--- src/rtl/mnist_256to1pix.sv ---
// Downscales a square grayscale raster stream by averaging each 2^BLK_LOG2 square
// block of input pixels into one output pixel, emitted in raster order.
module mnist_256to1pix #(
   parameter int IMG_IN   = 448,
   parameter int BLK_LOG2 = 4,
   parameter int IMG_OUT  = IMG_IN >> BLK_LOG2
) (
   input  logic       cmos_pclk,
   input  logic       rst_n,
   input  logic       mnist_data_valid,
   input  logic [7:0] mnist_data,
   input  logic       mnist_start,
   output logic       mnist_data_valid_norm,
   output logic [7:0] mnist_data_norm
);

   localparam int CW = $clog2(IMG_IN);
   localparam int AW = 2 * BLK_LOG2 + 8;
   localparam int BW = (IMG_OUT > 1) ? $clog2(IMG_OUT) : 1;

   // Handshake: mnist_data_valid qualifies one pixel per cycle with no back-pressure;
   // mnist_data_valid_norm is a one-cycle pulse and mnist_data_norm holds between pulses.

   logic [CW-1:0] h;
   logic [CW-1:0] v;
   logic [AW-1:0] acc [IMG_OUT];

   logic [BW-1:0] col;
   logic [AW-1:0] sum;
   logic          h_last;
   logic          v_last;
   logic          blk_done;

   assign col      = BW'(h >> BLK_LOG2);
   assign sum      = acc[col] + AW'(mnist_data);
   assign h_last   = (h == CW'(IMG_IN - 1));
   assign v_last   = (v == CW'(IMG_IN - 1));
   assign blk_done = mnist_data_valid && (&h[BLK_LOG2-1:0]) && (&v[BLK_LOG2-1:0]);

   // Output stage: the completing beat is folded into the sum directly, so the mean
   // is available one cycle later without waiting for the accumulator write.
   always_ff @(posedge cmos_pclk or negedge rst_n) begin
      if (!rst_n) begin
         mnist_data_valid_norm <= 1'b0;
         mnist_data_norm       <= 8'd0;
      end else begin
         mnist_data_valid_norm <= blk_done;
         if (blk_done) begin
            mnist_data_norm <= sum[AW-1 -: 8];
         end
      end
   end

   always_ff @(posedge cmos_pclk or negedge rst_n) begin
      if (!rst_n) begin
         h <= '0;
         v <= '0;
      end else if (mnist_start) begin
         h <= '0;
         v <= '0;
      end else if (mnist_data_valid) begin
         if (h_last) begin
            h <= '0;
            v <= v_last ? '0 : v + CW'(1);
         end else begin
            h <= h + CW'(1);
         end
      end
   end

   // A completing beat clears its column so the next block row starts from zero.
   always_ff @(posedge cmos_pclk or negedge rst_n) begin
      if (!rst_n) begin
         for (int i = 0; i < IMG_OUT; i++) begin
            acc[i] <= '0;
         end
      end else if (mnist_start) begin
         for (int i = 0; i < IMG_OUT; i++) begin
            acc[i] <= '0;
         end
      end else if (mnist_data_valid) begin
         acc[col] <= blk_done ? '0 : sum;
      end
   end

endmodule

--- config.mk ---
export PLATFORM = sky130hd
export DESIGN_NAME = mnist_256to1pix
export DESIGN_NICKNAME = d
export VERILOG_FILES = /design/src/rtl/mnist_256to1pix.sv
export SDC_FILE = /design/constraint.sdc
export NUM_CORES = 1
export LEC_CHECK = 0
export CAP_MARGIN = 20
export CORE_MARGIN = 5
export CORE_UTILIZATION = 35
export DETAILED_ROUTE_END_ITERATION = 8
export PLACE_DENSITY = 0.45
export SLEW_MARGIN = 20
export SYNTH_ARGS = -nofsm -noshare
export SYNTH_HDL_FRONTEND = slang
export SYNTH_SLANG_ARGS = --single-unit
export TNS_END_PERCENT = 50
--- constraint.sdc ---
create_clock -name cmos_pclk -period 10.07 [get_ports cmos_pclk]
set_input_delay 1.5105 -clock cmos_pclk [delete_from_list [all_inputs] [get_ports cmos_pclk]]
set_output_delay 1.5105 -clock cmos_pclk [all_outputs]
set_load 0.005 [all_outputs]
==> results of run 1 <==
-- logic make-up after synthesis --
family | after synthesis | share of synthesized area
flip-flops | 475 | 0.515
adder cells (fa/ha/maj) | 11 | 0.00629
buffers and inverters | 172 | 0.0450
multiplexers | 169 | 0.123
AO/OA/AOI/OAI | 611 | 0.209
AND/OR/NAND/NOR | 486 | 0.0975
XOR/XNOR | 13 | 0.00493
-- state kept, by name, summed over array words and instances, names as in the netlist --
register	count
acc	448
h	9
mnist_data_norm	8
mnist_data_valid_norm	1
v	9
-- layer usage --
layer | up-vias | wire length (microns) | GRT usage
li1 | 7378 | - | -
met1 | 9385 | 39500 | 0.354
met2 | 697 | 38200 | 0.358
met3 | 134 | 5670 | 0.0374
met4 | 0 | 2730 | 0.0743
met5 | - | 0 | 0
-- cell usage after synthesis, types with 6 or more instances --
cell and n:
a32o_1 35, and3_1 7, nor3_1 38, ha_1 10, a211oi_1 19, buf_6 22
mux4_2 82, nor2_1 100, and2_1 11, o22ai_1 10, nand3_1 26, a22o_1 267
o31ai_1 24, nor2b_1 7, buf_4 13, dfrtp_1 475, buf_2 36, mux2_2 6
xnor2_1 8, nand2b_1 9, nand4_1 15, mux2i_1 74, a21oi_1 40, mux4_1 6
inv_1 12, o21ai_0 103, o211ai_2 10, o221ai_1 6, a22oi_1 25, a221o_1 35
o211ai_1 14, nand2_1 234, nor2_2 10, clkbuf_1 68
-- power by group through the flow --
stage | logic [mW] | registers, mW | clock network (mW)
2_1_floorplan | 0.160 | 1.95 | 0
3_3_place_gp | 0.321 | 1.96 | 0
3_5_place_dp | 0.320 | 1.96 | 0
4_1_cts | 0.321 | 1.92 | 2.16
5_1_grt | 0.345 | 1.92 | 2.24
6_report | 0.322 | 1.92 | 2.13
-- final cells by class --
class,instances,area (sq um)
Fill cell,6265,39700
Sequential cell,475,11900
Multi-Input combinational cell,1290,10300
Clock buffer,81,1640
Tap cell,864,1080
Timing Repair Buffer,90,771
Clock inverter,19,267
Inverter,14,52.6
Antenna cell,1,2.50
-- worst max-delay path, delay by kind of cell (launching register included) --
| kind | cells | cell delay, ps |
|---|---|---|
| compound gates | 9 | 2720 |
| flops | 1 | 850 |
| mux | 2 | 740 |
| fa+ha+maj | 2 | 690 |
| buf+inv | 1 | 570 |
| simple gates | 1 | 110 |
-- worst paths after layout --
check | to | cells after the start
worst max-delay path | acc[184] | 15
worst min-delay path | acc[172] | 2
worst max register to register | acc[184] | 15
worst min register to register | acc[172] | 2
max in group asynchronous | acc[316] | 2
min in group asynchronous | acc[52] | 1
-- stage by stage --
step                hold WS (ps)  utilization  power, mW  cell area [sq um]  instances
floorplan                    440            -       2.11              23100       1937
global placement             457        0.366       2.28              24000       2732
detailed placement           466        0.366       2.28              24000       2732
CTS                          479        0.395       4.41              25900       2832
global route                 488        0.395       4.50              26000       2833
finish                       477        0.396       4.37              26000       2834
==> impl_results.md, run 1 <==
- # rows: 94
- Worst Path Max Fanout: 33
- Synth warn: 0
- Reg2reg setup slack: approximately 4300 ps
- Area leader, netlist: dfrtp_1
- HP Start: acc[172]
- Worst hold path class: reg -> reg
- Die area: 0.0712 sq mm
- Post-route ant nets: 0
- Ys flop type: dfrtp_1
- Hold_buf cts: 0
- Crit Path Category: reg -> reg
- Power share of the combinational group: 0.073
- Cts repair resizes: 0
- Internal: 3.25 mW
- Seq pwr share: 0.439
- Chip width: 267 microns
- F_max: about 170 MHz
- Wire per inst: approximately 30 microns
- Critical path's slowest cell: dfrtp_4
- Crit-path cells: buf_4 -> mux4_2 -> mux2i_1 -> o22ai_1 -> nand2_1 -> o221ai_1 -> ha_1 -> fa_1 -> a21o_1 -> a21oi_1 -> o21bai_1 -> a21boi_0 -> o21ai_0 -> a21oi_4 -> a22o_1
- P&R area growth vs syn: 12.4%
- TNS Setup: 0 ps
- Nets: around 1.9k
- Commonest non-fill, non-tap cell in the layout: dfrtp_1
- Final Skew: between 15 and 20 ps
- Yosys cell types: 71
- Synthesized instance count: between 1.5k and 2k
- Core Area: 0.0656 sq mm
- Commonest non-fill, non-tap cells in the layout: dfrtp_1 (473), a22o_1 (267), nand2_1 (234)
- Number of buffers created by CTS: 55
- PortBufs: 20
- R2R Path Start: h[4]
- RSZ-0062 raised after global routing: no
- Max-cap violations: 0
- Place WS: roughly 4200 ps
- CP Launch Point: h[4]
- Asr flop ratio synth: 1.00
- First-pass DRT Iterations: 5
- Vias in the first global route: approximately 18k
- Max-slew violations: 0
- Syn Area/Cell: around 12 sq um
- Data arrival time of the critical path: around 6400 ps
- Top post-synthesis cells by area: dfrtp_1 (51%), a22o_1 (10%), mux4_2 (8.0%), nand2_1 (3.8%), mux2i_1 (3.2%)
- CP Capture Type: flip-flop
- Worst-Margin Slew: about 1100 ps
- Total track usage: 0.238
- Initial Utilization: 0.352
- Synth Net Count: between 1.5k and 2k
- I/O Pins: 21
- Mapped cell area: around 0.023 sq mm
- Yosys top cell area share: 0.515
- Detail Placement HPWL: between 50000 and 60000 microns
- Gpl congestion: 0.857
- Slew Limit Headroom: 0.256
- Maximum VDD drop: ~0.12 mV
- Outcome: completed
- Final wirelength: between 80000 and 90000 microns
- Final Hold Vio Count: 0
- Seq/Total Area, Yosys: 0.515
- Worst Setup Start Kind: flip-flop
- Setup repair bufs after CTS: 0
- DIE HEIGHT: ~270 microns
- Final setup fails: 0
- Share of cells above drive strength 1: 0.159
- Clock transition at the registers of the reported paths: around 60 ps
- Fin crit share: 0.575
- Sw Share: 0.257
- Clk_lat worst skew: 620 ps
- LEAKAGE: roughly 11 nW
- Pwr/cell area: around 170 mW/mm^2
- Gr ovfl total: 0
- Worst path max stage delay: about 850 ps
- DRT iter0 DRCs: 1901
- Sw power: roughly 1.1 mW
- Root Buffer: clkbuf_16
- Clk sinks: 475
- Pin count of the biggest net entering global routing: 157
- Setup ws final: 4280 ps
- Flops & latches, synth: 475
- Htree depth: 2
- First-pass GRT wire length: between 100000 and 150000 microns
- Clk pwr share: 0.487
- CTS tree: built
- DR vias: 17.6k
- WP data required: approximately 11000 ps
- DR vias/cell: about 6.2
- CTS Buffer Depth: 3
- Initial antenna violation count: 0
- Residual DRC: 0
- EDFF count, synth: 0
- Min cycle time layout: 5790 ps
Note: power is estimated with default switching activity, not from simulation.
==> run 2: changes to the inputs <==
--- a/config.mk
+++ b/config.mk
@@ -9,7 +9,7 @@
 export CORE_MARGIN = 5
 export CORE_UTILIZATION = 35
 export DETAILED_ROUTE_END_ITERATION = 8
-export PLACE_DENSITY = 0.45
+export PLACE_DENSITY = 0.47
 export SLEW_MARGIN = 20
 export SYNTH_ARGS = -nofsm -noshare
 export SYNTH_HDL_FRONTEND = slang
==> constraint.sdc (replaced) <==
create_clock -name cmos_pclk -period 5.2 [get_ports cmos_pclk]
set_input_delay 0.78 -clock cmos_pclk [delete_from_list [all_inputs] [get_ports cmos_pclk]]
set_output_delay 0.78 -clock cmos_pclk [all_outputs]
set_load 0.005 [all_outputs]
==> run 2 against run 1 <==
  * Sequential share of layout area is 0.79 points lower
  * Worst hold slack worse by 270 ps
  * Sequential power is 94% higher
  * Utilization is 0.69 points higher
  * Critical path type unchanged
  * Combinational power is 110% higher
  * Non-clock buffer count is 62 higher
  * Critical endpoint is now acc[40]
  * Cell count is 2.1% higher
  * Via count is 0.70% higher
  * Clock skew is 8.2 ps higher
  * Setup slack worse by 3900 ps
==> impl_results.md, run 2 (synthesis gave the netlist of run 1 again) <==
- Outcome: completed
- WP data required: 5730 ps
- LEAKAGE: about 11 nW
- Pin count of the biggest net entering global routing: between 100 and 150
- Slew Limit Headroom: 0.202
- Core Area: ~0.066 sq mm
- Worst-Margin Slew: ~1200 ps
- Hold WS: just over 200 ps
- Worst Setup Start Kind: flip-flop
- CTS tree: built
- Htree depth: 2
- Clock transition at the registers of the reported paths: around 60 ps
- Clk sinks: between 400 and 500
- DIE HEIGHT: about 270 microns
- P&R area growth vs syn: 14.4%
- Gr ovfl total: 0
- First-pass GRT wire length: around 130000 microns
- Number of buffers created by CTS: 53
- Gpl congestion: 0.889
- Hold_buf cts: 0
- CP Capture Type: flip-flop
- Max-cap violations: 0
- Final Skew: approximately 27 ps
- Share of cells above drive strength 1: 0.182
- Clk_lat worst skew: around 610 ps
- Setup ws final: 400 ps
- Post-route ant nets: 0
- DR vias: between 15k and 20k
- Setup repair bufs after CTS: 0
- Largest regs: acc (448), h (9), v (9)
- Root Buffer: clkbuf_16
- TNS Setup: 0 ps
- Initial Utilization: 0.352
- Die area: 0.0712 sq mm
- Vias in the first global route: between 15k and 20k
- RSZ-0062 raised after global routing: no
- Biggest register: acc
- Area of the multi-input gates: 0.0103 sq mm
- Flip-flop count of the largest register after layout: 448
- Data arrival time of the critical path: 5330 ps
- Commonest non-fill, non-tap cell in the layout: dfrtp_1
- Fin crit share: 0.923
- First-pass DRT Iterations: 5
- Chip width: 267 microns
- Min cycle time layout: 4800 ps
- # rows: between 90 and 100
- Maximum VDD drop: approximately 0.23 mV
- Detail Placement HPWL: ~57000 microns
- FF/Latch Area: ~0.012 sq mm
- Crit Path Category: reg -> reg
- Max-slew violations: 0
- Commonest non-fill, non-tap cells in the layout: dfrtp_1 (473), a22o_1 (267), nand2_1 (234)
- I/O Pins: 21
- CTS Buffer Depth: 3
- Final setup fails: 0
- Fillers: ~6.3k
- F_max: between 200 and 250 MHz
- Reg2reg setup slack: ~400 ps
- DR vias/cell: about 6.1
- Nets: around 2.0k
- Place WS: around 350 ps
- PortBufs: 20
- Total track usage: 0.239
- Final Hold Vio Count: 0
- Worst hold path class: in -> async
- Pwr/cell area: roughly 320 mW/mm^2
- DRT iter0 DRCs: between 1.5k and 2k
- Wire per inst: 29.8 microns
- Worst Path Max Fanout: 28
- Residual DRC: 0
- Initial antenna violation count: 2
- Cts repair resizes: 0
- Final wirelength: 86100 microns
==> run 2: cell count changes in the layout (fill, tap and decap cells not counted), moves of 2 or more <==
cell	change
buf_4	+56
xnor2_4	+2
clkbuf_8	-3
nor2_2	-4
clkinv_2	+2
buf_12	+7
clkbuf_16	-3
xnor2_2	-2
nor2_1	+4
==> run 2: layer usage <==
layer  vias to the layer above  track usage  wire length [microns]
met3                       150       0.0437                   6090
met4                         0       0.0742                   2710
li1                       7518            -                      -
met1                      9291        0.354                  39200
met2                       758        0.357                  38100
met5                         -            0                      0
==> run 2: worst max-delay path, stage by stage (launching register included) <==
cell	delay, ps
dfrtp_4	710
buf_4	340
mux4_2	540
mux4_2	490
mux2_2	280
ha_1	360
inv_1	50
o21bai_1	240
a21boi_0	170
buf_4	190
or3_4	400
a21oi_4	670
a22o_1	260
==> run 2: per-stage QoR <==
| step | utilization | instance area [sq um] | total power [mW] | cells |
|---|---|---|---|---|
| 3_3_place_gp | 0.374 | 24500 | 4.46 | 2794 |
| 2_1_floorplan | - | 23100 | 4.09 | 1937 |
| 6_report | 0.402 | 26400 | 8.36 | 2893 |
| 5_1_grt | 0.402 | 26400 | 8.62 | 2891 |
| 3_5_place_dp | 0.375 | 24600 | 4.46 | 2794 |
| 4_1_cts | 0.402 | 26400 | 8.44 | 2890 |
==> run 2: worst paths after layout <==
| check | startpoint | to | cells after the start |
|---|---|---|---|
| setup / recovery | h[4] | acc[40] | 12 |
| hold / removal | rst_n | acc[68] | 1 |
| setup reg to reg | h[4] | acc[40] | 12 |
| hold reg to reg | acc[261] | acc[261] | 2 |
| max in group asynchronous | rst_n | acc[259] | 2 |
| min in group cmos_pclk | acc[261] | acc[261] | 2 |
==> run 2: layout make-up <==
cell class                 instances  area share
sequential                       475       0.450
multi-input combinational       1290       0.388
clock buffer                      74      0.0574
timing repair buffer             152      0.0494
tap                              864      0.0409
clock inverter                    22      0.0113
inverter                          14     0.00199
antenna                            2    0.000190
==> run 2: power by group <==
part | leakage, nW | total, mW | switching [mW] | internal, mW
combinational | 3.92 | 0.679 | 0.534 | 0.146
clock | 0.895 | 3.96 | 1.59 | 2.37
sequential | 6.63 | 3.72 | 0.00973 | 3.71
